File: src/rtl/timer_irq_ctrl.sv
// rtl/timer_irq_ctrl.sv - timer overflow interrupt latch, timestamp, epoch and miss counter
//
// Purpose:
//   Receives the one-cycle overflow pulse of a free-running timer and turns it
//   into a level interrupt held until the CPU acknowledges it. On each latch the
//   live timer count is captured as a timestamp. Every overflow pulse advances
//   an epoch counter that extends the timer. Overflows that arrive while an
//   interrupt is still outstanding are counted in a saturating miss counter.
//
// Ports:
//   clk        in   1        single clock, rising edge
//   reset      in   1        asynchronous, active-high; clears all state
//   irq_timer  in   1        overflow pulse from the timer (each high cycle counts)
//   timer_cnt  in   CNT_W    live timer count
//   irq_en     in   1        enables new latches only
//   irq_ack    in   1        CPU acknowledge, honoured only while pending
//   irq_out    out  1        level interrupt to the CPU
//   stamp      out  CNT_W    timer_cnt captured at latch
//   epoch      out  EPOCH_W  total overflow pulses seen (wraps)
//   miss_cnt   out  MISS_W   overflows lost while pending/acking (saturates)
//   state      out  2        debug: 00 IDLE, 01 PEND, 10 ACK

module timer_irq_ctrl #(
  parameter int CNT_W   = 32,
  parameter int EPOCH_W = 32,
  parameter int MISS_W  = 8
) (
  input  logic               clk,
  input  logic               reset,
  input  logic               irq_timer,
  input  logic [CNT_W-1:0]   timer_cnt,
  input  logic               irq_en,
  input  logic               irq_ack,
  output logic               irq_out,
  output logic [CNT_W-1:0]   stamp,
  output logic [EPOCH_W-1:0] epoch,
  output logic [MISS_W-1:0]  miss_cnt,
  output logic [1:0]         state
);

  localparam logic [1:0] S_IDLE = 2'b00;
  localparam logic [1:0] S_PEND = 2'b01;
  localparam logic [1:0] S_ACK  = 2'b10;

  localparam logic [EPOCH_W-1:0] EPOCH_ONE = EPOCH_W'(1);
  localparam logic [MISS_W-1:0]  MISS_ONE  = MISS_W'(1);
  localparam logic [MISS_W-1:0]  MISS_MAX  = {MISS_W{1'b1}};

  logic [1:0]         state_q,    state_d;
  logic               irq_q,      irq_d;
  logic [CNT_W-1:0]   stamp_q,    stamp_d;
  logic [EPOCH_W-1:0] epoch_q,    epoch_d;
  logic [MISS_W-1:0]  miss_q,     miss_d;
  logic               miss_event;

  always_comb begin
    state_d    = state_q;
    irq_d      = irq_q;
    stamp_d    = stamp_q;
    miss_event = 1'b0;

    // The epoch counts every sampled pulse independent of state and enable.
    epoch_d = irq_timer ? (epoch_q + EPOCH_ONE) : epoch_q;

    case (state_q)
      S_IDLE: begin
        irq_d = 1'b0;
        if (irq_timer && irq_en) begin
          state_d = S_PEND;
          stamp_d = timer_cnt;
          irq_d   = 1'b1;
        end
      end
      S_PEND: begin
        // Dropping irq_en here is deliberately ignored: only an ack clears it.
        irq_d = 1'b1;
        if (irq_timer) begin
          miss_event = 1'b1;
        end
        if (irq_ack) begin
          state_d = S_ACK;
          irq_d   = 1'b0;
        end
      end
      S_ACK: begin
        // One-cycle gap so software sees the line drop before a re-latch.
        irq_d   = 1'b0;
        state_d = S_IDLE;
        if (irq_timer) begin
          miss_event = 1'b1;
        end
      end
      default: begin
        state_d = S_IDLE;
        irq_d   = 1'b0;
      end
    endcase

    miss_d = (miss_event && (miss_q != MISS_MAX)) ? (miss_q + MISS_ONE) : miss_q;
  end

  always_ff @(posedge clk or posedge reset) begin
    if (reset) begin
      state_q <= S_IDLE;
      irq_q   <= 1'b0;
      stamp_q <= '0;
      epoch_q <= '0;
      miss_q  <= '0;
    end else begin
      state_q <= state_d;
      irq_q   <= irq_d;
      stamp_q <= stamp_d;
      epoch_q <= epoch_d;
      miss_q  <= miss_d;
    end
  end

  assign irq_out  = irq_q;
  assign stamp    = stamp_q;
  assign epoch    = epoch_q;
  assign miss_cnt = miss_q;
  assign state    = state_q;

endmodule
File: config.mk
export PLATFORM = sky130hd
export DESIGN_NAME = timer_irq_ctrl
export DESIGN_NICKNAME = d
export VERILOG_FILES = /design/src/rtl/timer_irq_ctrl.sv
export SDC_FILE = /design/constraint.sdc
export NUM_CORES = 1
export LEC_CHECK = 0
export ABC_CLOCK_PERIOD_IN_PS = 3910
export BUFFER_PORTS_ARGS = -buffer_cell sky130_fd_sc_hd__buf_2
export CAP_MARGIN = 10
export CORE_MARGIN = 2
export CORE_UTILIZATION = 25
export DETAILED_ROUTE_END_ITERATION = 8
export GPL_TIMING_DRIVEN = 1
export PLACE_DENSITY_LB_ADDON = 0.2
export SYNTH_ARGS = -nofsm -noshare
export SYNTH_HDL_FRONTEND = slang
export SYNTH_SLANG_ARGS = --single-unit
File: constraint.sdc
create_clock -name clk -period 3.91 [get_ports clk]
set_clock_uncertainty 0.15 [all_clocks]
set_input_delay 0 -clock clk [delete_from_list [all_inputs] [get_ports clk]]
set_output_delay 0 -clock clk [all_outputs]
set_load 0.03 [all_outputs]
# Word level (Yosys, flattened, before mapping)
# Cells that the tools add are included.
[totals]
register_bits = 75
output_inout_bits = 75
in_bits = 37
[classes]
eq_ne = 5
n_addsub = 2
muxes = 8
reduce_logical = 6
[op_table]
columns = ["operator", "n"]
rows = [
  ["32-bit by 1-bit adder with 32-bit output, second input constant", 1],
  ["8-bit by 1-bit adder with 8-bit output, second input constant", 1],
  ["8-bit inequality test, second input constant", 1],
  ["1-bit 2-to-1 mux", 4],
  ["2-bit 2-to-1 mux", 2],
  ["2-bit inequality test, second input constant", 2],
  ["2-bit one-hot mux with 2 select lines", 1],
  ["2-bit AND reduction", 2],
  ["2-bit by 1-bit == test with 1-bit output, second input constant", 1],
  ["2-bit == test, second input constant", 1],
  ["1-bit logical AND", 2],
  ["2-bit logical NOT", 1],
  ["1-bit one-hot mux with 2 select lines", 1],
  ["2-bit OR reduction", 1],
]

# Logic depth before layout (Yosys ltp)
# Gate-level depths: netlist of the first run.
[logic_depth]
word_depth = 4
mapped_depth = 7
mapped_depth_nobuf = 7

# Least setup slack after synthesis of the first run
# OpenSTA, ideal clock, no wires.
[synth_path]
path_type = "register to register"
startpoint = "reg epoch_q[0], in the netlist epoch[0]"
endpoint = "reg epoch_q[24], in the netlist epoch[24]"
path_stages_with_launch = 7
period_less_slack_ps = 2112
t_required_ps = 3626
slack_ps = 1798
t_arrival_ps = 1828
n_path_buf = 0
path_cell_list = "dfrtp_1 ha_1 nand4_1 or3_1 nor3_1 nand2_1 xnor2_1"
[synth_between]
elab_chain_len = 1
[synth_lines]
columns = ["item", "line", "text"]
rows = [
  ["from (decl)", "52", "logic [EPOCH_W-1:0] epoch_q, epoch_d;"],
  ["from (signal assigned)", "113", "epoch_q <= epoch_d;"],
  ["32-bit by 1-bit adder with 32-bit output", "63", "epoch_d = irq_timer ? (epoch_q + EPOCH_ONE) : epoch_q;"],
]
# No other way between the ends.
# A chain may end at the register's enable or synchronous reset.

# Worst setup path in the final report of the first run
[layout_path]
startpoint = "reg epoch_q[0], in the netlist epoch[0]"
endpoint = "reg epoch_q[26], in the netlist epoch[26]"
# Same word-level chain as after synthesis.

==> impl_metrics.py, run 1 <==
metrics = {
    "clock_network": {
        "clk_pin_slew_ps": 50,
        "post_cts_buffers": 0,
        "clock_sinks": 75,
        "clk_path_buf_depth": 2,
        "cts_buffers": 9,
        "tritoncts": "done",
        "clkLatencyLatePin_ps": 330,
        "htree_num_levels": 3,
        "cts_resized": 0,
        "root_buffer": "clkbuf_16",
    },
    "synth": {
        "synthAdderAreaFrac_pct": 1.99,
        "synthTopCellsByArea": "dfrtp_1, mux2_2, xnor2_1, xor2_1, nand2_1",
        "synth_xor_area_share_pct": 9.75,
        "ys_ff_latch": 75,
        "synth-main-ff-cell": "dfrtp_1",
        "synthSimpleGateAreaFrac_pct": 12.8,
        "yosysTopAreaCellShare_pct": 59.7,
        "synth_top_family_by_area": "simple AND/OR/NAND/NOR gates",
        "synth_edf_count": 0,
        "yosysUniqueCellTypes": 27,
        "yosysTopAreaCell": "dfrtp_1",
        "yosysWarnings": 0,
        "syn-cell-area_mm2": 0.00315,
        "syn_nets": 292,
        "avgSynthCellArea_um2": 12.6,
        "synthMuxAreaShare_pct": 12.2,
        "synth-compound-area-share_pct": 1.91,
        "syn_inst": 250,
        "synth-async-reset-ratio_pct": 100,
        "yosysSeqAreaShare_pct": 59.7,
    },
    "routing": {
        "wl_met1_um": 3140,
        "routed_wl_um": 7310,
        "ant_nets": 0,
        "drt_iter0_markers": 68,
        "routed_via_density": 4.14,
        "wl_met2_um": 3740,
        "top_layer": "met4",
        "first_pass_iters": 5,
        "drc": 0,
        "route.met3.wl_um": 253,
        "wl_per_cell_um": 12.7,
        "num_vias": 2383,
    },
    "layout": {
        "n_fill_cell": 1233,
        "drive_above_1_share_pct": 40.4,
        "antennaDiodeCount": 0,
        "nNetsFinal": 447,
        "fin_util_pct": 37.4,
        "area_growth_pct": 44.4,
        "fin_area_mm2": 0.00454,
    },
    "global_route": {
        "track_usage_pct": 11.2,
        "grt_max_degree": 42,
        "overflow": 0,
        "grt_pass1_wl_um": 11700,
        "antenna_found_initial": 0,
        "grt_pass1_vias": 2366,
    },
    "setup_path": {
        "end_kind": "register",
        "arrival_ps": 2150,
        "start_kind": "register",
        "path_class": "reg -> reg",
        "reg2reg_from": "epoch[0]$_DFFE_PP0P_",
        "slowest_stage": "dfrtp_1",
        "cp_top_family": "simple AND/OR/NAND/NOR gates",
        "worstPathRequired_ps": 3970,
        "path_cells": "ha_1, nand4_1, or3_1, nor3_1, nand2_1, xnor2_1",
        "critPathBufInv": 0,
        "critPathMaxStageDelay_ps": 450,
        "worstPathMaxFanout": 6,
        "startpoint": "epoch[0]$_DFFE_PP0P_",
    },
    "placement": {
        "numPortBuffers": 111,
        "placed_cell_area_mm2": 0.00390,
        "place_congestion": 0.743,
        "dpl.hpwl_um": 5030,
    },
    "sta": {
        "rsz0062_at_grt": "false",
        "whs_ps": 168,
        "worstMarginPinSlew_ps": 721,
        "drv_slew": 0,
        "hold_violations": 0,
        "fin_setup_tns_ps": 0,
        "finalCritPeriodShare_pct": 53.6,
        "fmaxAchievable_mhz": 477,
        "setup_viol": 0,
        "final.min_clock_period_ps": 2100,
        "slew_headroom_pct": 51.9,
    },
    "pwr": {
        "total_power_w": 0.00317,
        "p_leak_nw": 2.25,
        "peakVddDrop_mv": 0.258,
        "powerDensity_mw_per_mm2": 698,
    },
    "die": {
        "die-width_um": 116,
        "start_util_pct": 25.9,
        "ios": 112,
        "core_mm2": 0.0122,
        "die_h_um": 116,
        "die-area_mm2": 0.0135,
        "rows": 40,
    },
    "worst_hold_path": {
        "hold_path.class": "in -> async",
    },
    "flow_run": {
        "max-cap-violations": 0,
    },
    "status": {
        "outcome": "complete, no violations",
    },
}
cells in the mapped netlist, drive strengths merged, types with 3 or more instances:
cell type   n
xnor2      19
a21oi       3
clkbuf      3
inv         7
or3         3
nor2       15
nand4       7
and3        6
nor3        5
ha          5
o21ai       3
xor2       16
nand3      13
dfrtp      75
nand2      25
mux2       34
sequential cells by signal, summed over array words and instances, names as in the netlist:
signal	cells
state	2
epoch	32
irq_out	1
miss_cnt	8
stamp	32
per-stage QoR:
step / cells / setup slack [ps]
3_3_place_gp: 526 / 1860
3_5_place_dp: 526 / 1800
2_1_floorplan: 250 / 1800
6_report: 576 / 1810
5_1_grt: 576 / 1520
4_1_cts: 576 / 1790
where the power goes:
group / internal (W) / switching [W]
Clock: 0.000502 / 0.000296
Combinational: 0.000423 / 0.000768
Sequential: 0.00102 / 0.000164
layout make-up:
| cell class | instances | area (um^2) | area share (%) |
|---|---|---|---|
| flip-flops and latches | 75 | 1880 | 41.3 |
| repair buffers | 149 | 931 | 20.5 |
| multi-input cells | 163 | 1210 | 26.7 |
| clock buffers | 11 | 243 | 5.34 |
| inverters | 7 | 27.5 | 0.606 |
| well taps | 168 | 210 | 4.63 |
| clock inverters | 3 | 40.0 | 0.881 |
layout by cell type (no fill, tap or decap), types with 9 or more instances in the layout:
master	instances
buf_2	111
dfrtp_1	75
dlygate4sd3_1	36
mux2_2	34
nand2_1	25
xnor2_1	19
xor2_1	16
nor2_1	15
nand3_1	12
clkbuf_16	9
repair_timing:
item | in CTS | in global routing
endpoints found under the setup margin | 0 | 0
hold buffers | 36 | 0
endpoints found under the hold margin | 80 | 0
cell families after synthesis:
| kind of cell | count (synthesis) |
|---|---|
| and+or+nand+nor | 79 |
| DFF | 75 |
| xor gates and xnor gates | 35 |
| muxes | 34 |
| buffers and inverters | 12 |
| AOI/OAI and AO/OA | 10 |
| adders and majority gates | 5 |
final timing paths:
path	slack [ps]	to	cells past startpoint
max reg2reg	1810	epoch[26]$_DFFE_PP0P_	6
min reg2reg	320	epoch[31]$_DFFE_PP0P_	1
min in group clk	290	irq_out$_DFF_PP0_	3
max in group asynchronous	2520	stamp[3]$_DFFE_PP0P_	4
max	1810	epoch[26]$_DFFE_PP0P_	6
min	170	epoch[31]$_DFFE_PP0P_	3
metal layers:
metal  vias to the layer above  global-route usage (%)
met1                      1164                    14.0
met3                        10                    2.02
met5                         -                       0
met4                         0                    6.27
met2                        55                    18.3
li1                       1154                       -
worst reg2reg max path, cell delays in order, from the launching register on:
cell and delay [ps]:
dfrtp_1 450, ha_1 200, nand4_1 160, or3_1 390, nor3_1 360, nand2_1 120, xnor2_1 150
No activity file was read; power rests on OpenSTA's default activity.
==> run 2, diff against run 1 <==
--- a/config.mk
+++ b/config.mk
@@ -5,7 +5,7 @@
 export SDC_FILE = /design/constraint.sdc
 export NUM_CORES = 1
 export LEC_CHECK = 0
-export ABC_CLOCK_PERIOD_IN_PS = 3910
+export ABC_CLOCK_PERIOD_IN_PS = 2000
 export BUFFER_PORTS_ARGS = -buffer_cell sky130_fd_sc_hd__buf_2
 export CAP_MARGIN = 10
 export CORE_MARGIN = 2
==> constraint.sdc (replaced) <==
create_clock -name clk -period 2 [get_ports clk]
set_clock_uncertainty 0.15 [all_clocks]
set_input_delay 0 -clock clk [delete_from_list [all_inputs] [get_ports clk]]
set_output_delay 0 -clock clk [all_outputs]
set_load 0.03 [all_outputs]
==> impl_metrics.py, run 2 (same netlist as run 1, synthesis figures left out) <==
metrics = {
    "status": {
        "outcome": "complete, no violations",
    },
    "sta": {
        "fmaxAchievable_mhz": 537,
        "worstMarginPinSlew_ps": 512,
        "final.min_clock_period_ps": 1860,
        "drv_slew": 0,
        "slew_headroom_pct": 65.8,
        "hold_violations": 0,
        "finalCritPeriodShare_pct": 93.1,
        "setup_viol": 0,
        "rsz0062_at_grt": "false",
    },
    "pwr": {
        "peakVddDrop_mv": 0.468,
        "p_comb_share_pct": 39.0,
        "p_sw_w": 0.00240,
        "p_int_w": 0.00379,
        "total_power_w": 0.00619,
        "clockPowerShare_pct": 23.6,
        "p_seq_share_pct": 37.4,
        "swShare_pct": 38.7,
        "powerDensity_mw_per_mm2": 1320,
        "p_leak_nw": 2.30,
    },
    "global_route": {
        "grt_max_degree": 34,
        "grt_pass1_wl_um": 11600,
        "antenna_found_initial": 0,
        "overflow": 0,
        "track_usage_pct": 11.4,
        "grt_pass1_vias": 2369,
    },
    "setup_path": {
        "end_kind": "register",
        "start_kind": "input pin",
        "r2r_slack_ps": 140,
        "worstPathMaxFanout": 9,
        "worstPathRequired_ps": 2110,
        "path_class": "in -> reg",
        "arrival_ps": 1970,
    },
    "placement": {
        "place_congestion": 0.720,
        "numPortBuffers": 111,
        "dp_cells": 538,
        "dpl.hpwl_um": 5200,
    },
    "routing": {
        "drt_iter0_markers": 72,
        "num_vias": 2436,
        "routed_wl_um": 7310,
        "first_pass_iters": 4,
        "ant_nets": 0,
        "wl_per_cell_um": 12.4,
        "routed_via_density": 4.13,
        "drc": 0,
    },
    "die": {
        "ios": 112,
        "die_h_um": 116,
        "core_mm2": 0.0122,
        "rows": 40,
        "die-area_mm2": 0.0135,
        "die-width_um": 116,
        "start_util_pct": 25.9,
    },
    "clock_network": {
        "htree_num_levels": 3,
        "clk_path_buf_depth": 2,
        "clkLatencyLatePin_ps": 330,
        "root_buffer": "clkbuf_16",
        "cts_buffers": 9,
        "tritoncts": "done",
        "clock_sinks": 75,
        "clk_pin_slew_ps": 60,
    },
    "layout": {
        "n_fill_cell": 1242,
        "nNetsFinal": 461,
        "area_growth_pct": 48.7,
        "layout_commonest_cell": "buf_2",
        "register_area_mm2": 0.00189,
        "fin_cells": 590,
        "multi_input_area_mm2": 0.00122,
        "antennaDiodeCount": 0,
        "drive_above_1_share_pct": 45.0,
        "layout_common_cells": "buf_2, dfrtp_1, dlygate4sd3_1, mux2_2, nand2_1",
    },
    "worst_hold_path": {
        "hold_path.class": "in -> async",
    },
    "flow_run": {
        "max-cap-violations": 0,
    },
}
==> run 2: cell count changes in the layout (fill, tap and decap cells not counted) <==
cell        change
clkbuf_1        +2
or3_1           -1
clkinvlp_4      +1
buf_12          +2
clkinv_2        -3
clkbuf_8        +1
dfrtp_2        +12
bufinv_16       -1
dfrtp_1        -12
buf_4          +12
or3_4           +1
==> run 2: final timing paths <==
kind,end,from,cells past startpoint
worst min-delay path,epoch[31]$_DFFE_PP0P_,reset,3
worst max-delay path,epoch[31]$_DFFE_PP0P_,irq_timer,7
min in group clk,stamp[18]$_DFFE_PP0P_,timer_cnt[18],3
max in group asynchronous,irq_out$_DFF_PP0_,reset,4
worst min register to register,epoch[11]$_DFFE_PP0P_,epoch[11]$_DFFE_PP0P_,1
worst max register to register,epoch[24]$_DFFE_PP0P_,epoch[0]$_DFFE_PP0P_,7
==> run 2: critical path, stage by stage <==
cell	delay, ps
dlygate4sd3_1	530
buf_2	220
nand3_2	130
or3_1	380
or3_4	370
nor3b_2	190
xor2_1	150
==> run 2: area by class of cell <==
| class | count | area share [%] |
|---|---|---|
| Inverter | 7 | 0.642 |
| Clock buffer | 14 | 5.64 |
| Sequential cell | 75 | 40.4 |
| Multi-Input combinational cell | 163 | 26.1 |
| Tap cell | 168 | 4.49 |
| Timing Repair Buffer | 163 | 22.7 |
==> run 2: power groups by stage <==
stage          Clock (W)  Combinational [W]  Sequential, W
2_1_floorplan          0           0.000656        0.00328
3_3_place_gp           0            0.00235        0.00232
3_5_place_dp           0            0.00237        0.00234
4_1_cts          0.00154            0.00242        0.00232
5_1_grt          0.00161            0.00261        0.00238
6_report         0.00146            0.00241        0.00231
==> run 2: per-layer routing <==
metal / routed length (um) / vias to the layer above / global-route usage, %
met5: 0 / - / 0
met4: 185 / 0 / 7.14
met3: 295 / 13 / 2.49
met2: 3630 / 57 / 18.1
met1: 3200 / 1179 / 14.1
li1: - / 1187 / -
==> run 2: repair_timing <==
item	4_1_cts	5_1_grt
endpoints found under the setup margin	0	7
gates resized for setup	0	1
hold endpoints to repair	92	0
hold buffers	36	0
buffers inserted	0	2
==> run 2: through the flow <==
step           utilization [%]  TNS, ps  cell area (um^2)  worst slack (ps)  hold slack, ps
6_report                  38.5        0              4680               138             102
5_1_grt                   38.5        0              4680              10.6             148
4_1_cts                   38.3        0              4660              58.9             110
3_5_place_dp              33.2        0              4030              66.0           -85.7
3_3_place_gp              33.2        0              4030               112           -76.5
2_1_floorplan                -     -557              3160             -23.8           -42.7
